<file path="src/rtl/alu_ctrl_pipe.sv">
// Registered, handshaked ALU control decoder: opcode/funct in, alu_op/illegal out.
// mult/div hold the block busy for a configurable latency before their result is presented.
module alu_ctrl_pipe #(
    parameter int OP_W     = 4,
    parameter int MULT_CYC = 4,
    parameter int DIV_CYC  = 8,
    parameter int CNT_W    = $clog2(((MULT_CYC > DIV_CYC) ? MULT_CYC : DIV_CYC) + 1)
) (
    input  logic             clk,
    input  logic             reset_n,
    input  logic             flush,
    input  logic             in_valid,
    output logic             in_ready,
    input  logic [5:0]       opcode,
    input  logic [5:0]       funct,
    output logic             out_valid,
    input  logic             out_ready,
    output logic [OP_W-1:0]  alu_op,
    output logic             illegal,
    output logic             busy,
    output logic [CNT_W-1:0] busy_cnt
);

    typedef enum logic [1:0] {
        S_EMPTY = 2'd0,
        S_FULL  = 2'd1,
        S_BUSY  = 2'd2
    } state_t;

    state_t            state_q, state_d;
    logic [OP_W-1:0]   alu_op_q, alu_op_d;
    logic              illegal_q, illegal_d;
    logic [CNT_W-1:0]  cnt_q, cnt_d;

    logic [3:0]        dec_code;
    logic              dec_ill;
    logic              dec_multi;
    logic [CNT_W-1:0]  dec_cnt;
    logic              load;

    // Combinational decode; dec_cnt is the busy count loaded on acceptance (LAT-1).
    always_comb begin
        dec_code  = 4'b0000;
        dec_ill   = 1'b0;
        dec_multi = 1'b0;
        dec_cnt   = '0;
        if (opcode == 6'b000000) begin
            case (funct)
                6'b100000: dec_code = 4'b0010;
                6'b100010: dec_code = 4'b0110;
                6'b100100: dec_code = 4'b0000;
                6'b100101: dec_code = 4'b0101;
                6'b100111: dec_code = 4'b1100;
                6'b101010: dec_code = 4'b0111;
                6'b000000: dec_code = 4'b0100;
                6'b001000: dec_code = 4'b1111;
                6'b011000: begin
                    dec_code  = 4'b1101;
                    dec_multi = 1'b1;
                    dec_cnt   = CNT_W'(MULT_CYC - 1);
                end
                6'b011010: begin
                    dec_code  = 4'b1110;
                    dec_multi = 1'b1;
                    dec_cnt   = CNT_W'(DIV_CYC - 1);
                end
                default:   dec_ill = 1'b1;
            endcase
        end else begin
            case (opcode)
                6'b100011: dec_code = 4'b1000;
                6'b101011: dec_code = 4'b1001;
                6'b001000: dec_code = 4'b0011;
                6'b001100: dec_code = 4'b0001;
                6'b000100: dec_code = 4'b1010;
                6'b000011: dec_code = 4'b1011;
                default:   dec_ill  = 1'b1;
            endcase
        end
    end

    // in_ready never looks at in_valid, so no combinational loop through the handshake.
    assign in_ready = !reset_n
                   || (state_q == S_EMPTY)
                   || ((state_q == S_FULL) && out_ready);
    assign load     = in_valid && in_ready;

    always_comb begin
        state_d   = state_q;
        alu_op_d  = alu_op_q;
        illegal_d = illegal_q;
        cnt_d     = cnt_q;
        if (flush) begin
            // Discarded op leaves no residue on the output register.
            state_d   = S_EMPTY;
            cnt_d     = '0;
            alu_op_d  = '0;
            illegal_d = 1'b0;
        end else begin
            case (state_q)
                S_EMPTY, S_FULL: begin
                    if ((state_q == S_FULL) && out_ready) begin
                        state_d = S_EMPTY;
                    end
                    if (load) begin
                        alu_op_d  = OP_W'(dec_code);
                        illegal_d = dec_ill;
                        state_d   = dec_multi ? S_BUSY : S_FULL;
                        cnt_d     = dec_multi ? dec_cnt : '0;
                    end
                end
                S_BUSY: begin
                    if (cnt_q > CNT_W'(1)) begin
                        cnt_d = cnt_q - CNT_W'(1);
                    end else begin
                        cnt_d   = '0;
                        state_d = S_FULL;
                    end
                end
                default: begin
                    state_d = S_EMPTY;
                    cnt_d   = '0;
                end
            endcase
        end
    end

    always_ff @(posedge clk or negedge reset_n) begin
        if (!reset_n) begin
            state_q   <= S_EMPTY;
            alu_op_q  <= '0;
            illegal_q <= 1'b0;
            cnt_q     <= '0;
        end else begin
            state_q   <= state_d;
            alu_op_q  <= alu_op_d;
            illegal_q <= illegal_d;
            cnt_q     <= cnt_d;
        end
    end

    assign out_valid = (state_q == S_FULL);
    assign busy      = (state_q == S_BUSY);
    assign busy_cnt  = cnt_q;
    assign alu_op    = alu_op_q;
    assign illegal   = illegal_q;

endmodule
</file>
<file path="config.mk">
export PLATFORM = sky130hd
export DESIGN_NAME = alu_ctrl_pipe
export DESIGN_NICKNAME = d
export VERILOG_FILES = /design/src/rtl/alu_ctrl_pipe.sv
export SDC_FILE = /design/constraint.sdc
export NUM_CORES = 1
export LEC_CHECK = 0
export ABC_AREA = 1
export CAP_MARGIN = 15
export CORE_UTILIZATION = 35
export CTS_CLUSTER_SIZE = 40
export DETAILED_ROUTE_END_ITERATION = 12
export PLACE_DENSITY_LB_ADDON = 0.2
export RECOVER_POWER = 25
export SYNTH_ARGS = -nofsm -noshare
export SYNTH_HDL_FRONTEND = slang
export SYNTH_SLANG_ARGS = --single-unit
</file>
<file path="constraint.sdc">
create_clock -name clk -period 2 [get_ports clk]
set_input_delay 0.4 -clock clk [delete_from_list [all_inputs] [get_ports clk]]
set_output_delay 0.4 -clock clk [all_outputs]
set_load 0.02 [all_outputs]
</file>
* Word level (Yosys, flattened, before mapping) *
Cells that the tools add are included.
W data, S select, Z words.

word-level totals
  bits of input ports = 17
  word-level logic and storage cells = 69
  register bits = 11
  output and inout bits = 12

cells by class
  add/sub/neg operators = 1
  reductions and logical operators = 16
  equality and inequality tests = 20
  multiplexer cells = 27
  magnitude comparators = 1

operators by type and width
  operator               count
  $eq A6 B6 Y1 const B   8
  $pmux W4 S9            1
  $mux W4                8
  $pmux W4 S6            1
  $eq A6 B4 Y1 const B   3
  $eq A6 B5 Y1 const B   2
  $logic_not A6 Y1       2
  $mux W2                5
  $reduce_or A10 Y1      1
  $mux W1                8
  $pmux W4 S2            1
  $eq A6 B2 Y1 const B   1
  $eq A6 B3 Y1 const B   1
  $ne A3 B3 Y1 const B   2
  $pmux W3 S2            1
  $reduce_or A6 Y1       1
  $gt A4 B1 Y1 const B   1
  $ne A4 B4 Y1 const B   1
  $pmux W2 S2            1
  $reduce_and A2 Y1      2
  $reduce_bool A2 Y1     2
  $reduce_or A2 Y1       2
  $sub A4 B1 Y4 const B  1
  $mux W3                1
  other kinds (6)        8

* Longest topological paths before layout *
  depth in word-level cells = 8
  depth in mapped cells = 10

* Worst setup path after synthesis *
No wires, ideal clock.

  path kind = flip-flop to flip-flop
  start point = register cnt_q[0] (netlist: busy_cnt[0])
  end point = register state_q[0]
  path slack = 0.506 ns
  library setup time = 0.117 ns
  stages on the path, launching flop included = 11
  data arrival time = 1.377 ns
  clock period less this slack = 1.494 ns
  required time = 1.883 ns
  path through = dfrtp_1 inv_1 ha_1 nor2_1 nor3_1 nor2_1 nand2_1 nand2_1 nand2_1 nand2_1 nand2_1

on the way
  longest elaborated chain between the ends = 3

ends and longest elaborated chain
  element                             line  source
  start, declared                     33    logic [CNT_W-1:0] cnt_q, cnt_d;
  start signal, assigned              138   cnt_q <= cnt_d;
  $gt A4 B1 Y1                        113   if (cnt_q > CNT_W'(1)) begin
  $ne A3 B3 Y1 (no source line)       -
  $reduce_and A2 Y1 (no source line)  -
  end signal, assigned                135   state_q <= state_d;
  end, declared                       30    state_t state_q, state_d;

No other way between the ends.
A chain may end at the register's enable or synchronous reset.

* Final worst setup path *
  start point = register state_q[0]
  end point = output port busy

on the way
  longest elaborated chain between the ends = 1

ends and longest elaborated chain
  element        line  source
  $eq A2 B2 Y1   143   assign busy = (state_q == S_BUSY);
  end, declared  20    output logic busy,

No other way between the ends.

==> qor.yml <==
outcome: "finished, final reports clean"
cts_made_buffers: 3
tritoncts: "done"
pre_cts_ws_ns: -0.0815
max_slew.worst_pin.slew_ns: 0.619
port_buffers: 28
initial_utilization_pct: 38.3
multi_input_area_um2: 584
ant_nets: 0
p_leak_nw: 0.716
maxCapViolCount: 0
avgViaCountPerCell: 4.68
cp_slowest_cell: "clkdlybuf4s50_1"
crit_cells: 4
seq_area_um2: 275
drive_gt1_share_pct: 8.54
fmax_mhz: 533
antenna_found_initial: 0
first_iter_violations: 19
critPathArrivalTime_ns: 1.48
synth_seq_area_share_pct: 28.2
rsz0062_at_grt: "no"
rrSetupSlack_ns: 0.44
fin_skew_ns: 0.00424
fin_crit_ns: 1.88
rows: 18
crit_path_end_kind: "primary output"
diodes: 0
required_ns: 1.60
synth_top_cell_area_share_pct: 28.2
syn_area_per_cell_um2: 5.91
power.switching_mw: 0.154
cts_buffer_depth: 2
io_pins: 29
yosys.area.top_type: "dfrtp_1"
crit_chain: "inv_1 -> nand2_1 -> inv_1 -> clkdlybuf4s50_1"
setup_viol: 0
p_int_mw: 0.368
cp-start-kind: "register"
cpPeakStageDelay_ns: 0.59
ys_types: 19
grt_pass1_vias: 938
maxSlewViolCount: 0
drc: 0
ys.flop_type: "dfrtp_1"
ys_top_cells_by_count: "nand2_1, inv_1, nor2_1, nand3_1, dfrtp_1"
synthMuxAreaShare_pct: 0
hold_class: "register to register"
synth_seq_cells: 11
die_area_um2: 3000
n_fill_cell: 278
synth_top_family_by_area: "simple AND/OR/NAND/NOR gates"
num_vias: 1071
grt_util_all_layers_pct: 17.3
crit_type: "register to primary output"
clk_pin_slew_worst_paths_ns: 0.07
layout.nets: 219
synth_compound_area_share_pct: 4.36
cp_num_buf_inv: 3
min_delay_path_depth: 2
worst_slack_ns: 0.123
clock_sinks: 11
grt_pass1_wl_um: 3710
synth_xor_area_share_pct: 0.897
h-tree-depth: 1
critPathCapture: "busy"
clock_latency_ns: 0.27
yosys-top-cells-area: "dfrtp_1, nand2_1, inv_1, nor2_1, nand3_1"
critical-path-top-delay-family: "buffers and inverters"
first_pass_iters: 4
dpl.hpwl_um: 1840
synth-edff-count: 0
area_growth_syn_to_layout_pct: 36.3
cp-startpoint: "state_q[0]"
coreArea_um2: 2540
grt_max_degree: 12
timing.final.crit_share_pct: 93.9
drt_wl_total_um: 2230
ir_drop_uv: 314
synth_most_common_cell: "nand2_1"
r2r-end: "state_q[0]"
synth_warnings: 0
cts_root_buf: "clkbuf_4"
wl_per_cell_um: 9.72
die_w_um: 54.8
worst_hold_slack_ns: 0.484
r2r_start: "busy_cnt[0]"
swShare_pct: 29.6
pwr-share-seq_pct: 44.6
syn_area_um2: 976
synthArstFlopShare_pct: 100
slew_headroom_pct: 58.8
power_frac_comb_pct: 26.2
synthAdderAreaFrac_pct: 2.56
overflow: 0
synth.net_count: 184
die_height_um: 54.8
cts-hold-fix-buffers: 0
rr_worst_depth: 10
report.final.hold_viol_count: 0
yosys.area_share.simple_pct: 52.1
synth_cells: 165
crit_path_frequent_cell: "inv_1"
pwr_density_cell_nw_per_um2: 392
pwr-share-clk_pct: 29.2
crit_fanout: 3
gp_congestion: 0.790
[sequential cells by signal, summed over array words and instances, names as in the netlist]
register,count
illegal,1
busy_cnt,4
alu_op,4
state_q,2
[through the flow]
stage / cell area, um^2 / utilization (%) / TNS, ns / power, mW / cells
finish: 1330 / 52.3 / 0 / 0.522 / 229
global route: 1330 / 52.3 / 0 / 0.558 / 229
CTS: 1330 / 52.4 / 0 / 0.531 / 229
detailed placement: 1310 / 51.4 / -0.0815 / 0.376 / 225
global placement: 1310 / 51.4 / -0.0667 / 0.374 / 225
floorplan: 976 / - / 0 / 0.305 / 165
[layer usage]
layer	global-route usage, %	part of all wire (%)	vias up
met3	5.83	4.8	0
met2	29.9	47	24
li1	-	-	581
met4	2.56	0	0
met1	20.8	49	466
met5	0	0	-
[timing repair]
action	CTS	global route
resized for setup	1	0
setup endpoints to repair	1	0
buffers inserted	0	0
[how the worst min path moves through the flow]
stage	start	to	slack (ns)
2_1_floorplan	reset_n	alu_op[0]	0.10
3_3_place_gp	alu_op[1]	alu_op[1]	0.47
3_5_place_dp	alu_op[1]	alu_op[1]	0.47
4_1_cts	alu_op[1]	alu_op[1]	0.49
5_1_grt	alu_op[2]	alu_op[2]	0.50
6_report	alu_op[2]	alu_op[2]	0.48
[placed cells by master, fill, tap and decap left out, drive strengths merged]
master         instances
dlygate4sd3            1
buf                    1
nor3                   3
dfrtp                 11
dlygate4sd2            1
nand2                 59
clkdlybuf4s50         26
o21ai                  4
a21oi                  3
nor2                  28
o21bai                 1
nand3                 16
ha                     2
nand3b                 1
xor2                   1
inv                   31
nand4                  5
clkbuf                 5
[worst register-to-register path, stage by stage, from the launching register on]
cell and delay (ns):
dfrtp_1 0.44, inv_1 0.07, ha_1 0.22, nor2_1 0.11, nor3_1 0.05, nor2_1 0.17
nand2_1 0.10, nand2_1 0.13, nand2_1 0.06, nand2_1 0.06, nand2_1 0.04
[power groups by stage]
stage / clock [mW] / combinational (mW) / sequential (mW)
6_report: 0.152 / 0.137 / 0.233
5_1_grt: 0.171 / 0.154 / 0.233
2_1_floorplan: 0 / 0.0629 / 0.242
4_1_cts: 0.159 / 0.139 / 0.233
3_5_place_dp: 0 / 0.139 / 0.237
3_3_place_gp: 0 / 0.137 / 0.237
[cell families after synthesis]
logic type / Yosys count
and+or+nand+nor: 112
buffers and inverters: 31
DFF: 11
AOI/OAI and AO/OA: 8
adders and majority gates: 2
xor gates and xnor gates: 1
[cell type report]
cell class / count / area share (%)
clock buffers: 4 / 1.98
inverters: 31 / 8.75
multi-input cells: 123 / 43.9
flip-flops and latches: 11 / 20.7
well taps: 30 / 2.82
repair buffers: 30 / 21.8
Note: power is estimated with default switching activity, not from simulation.
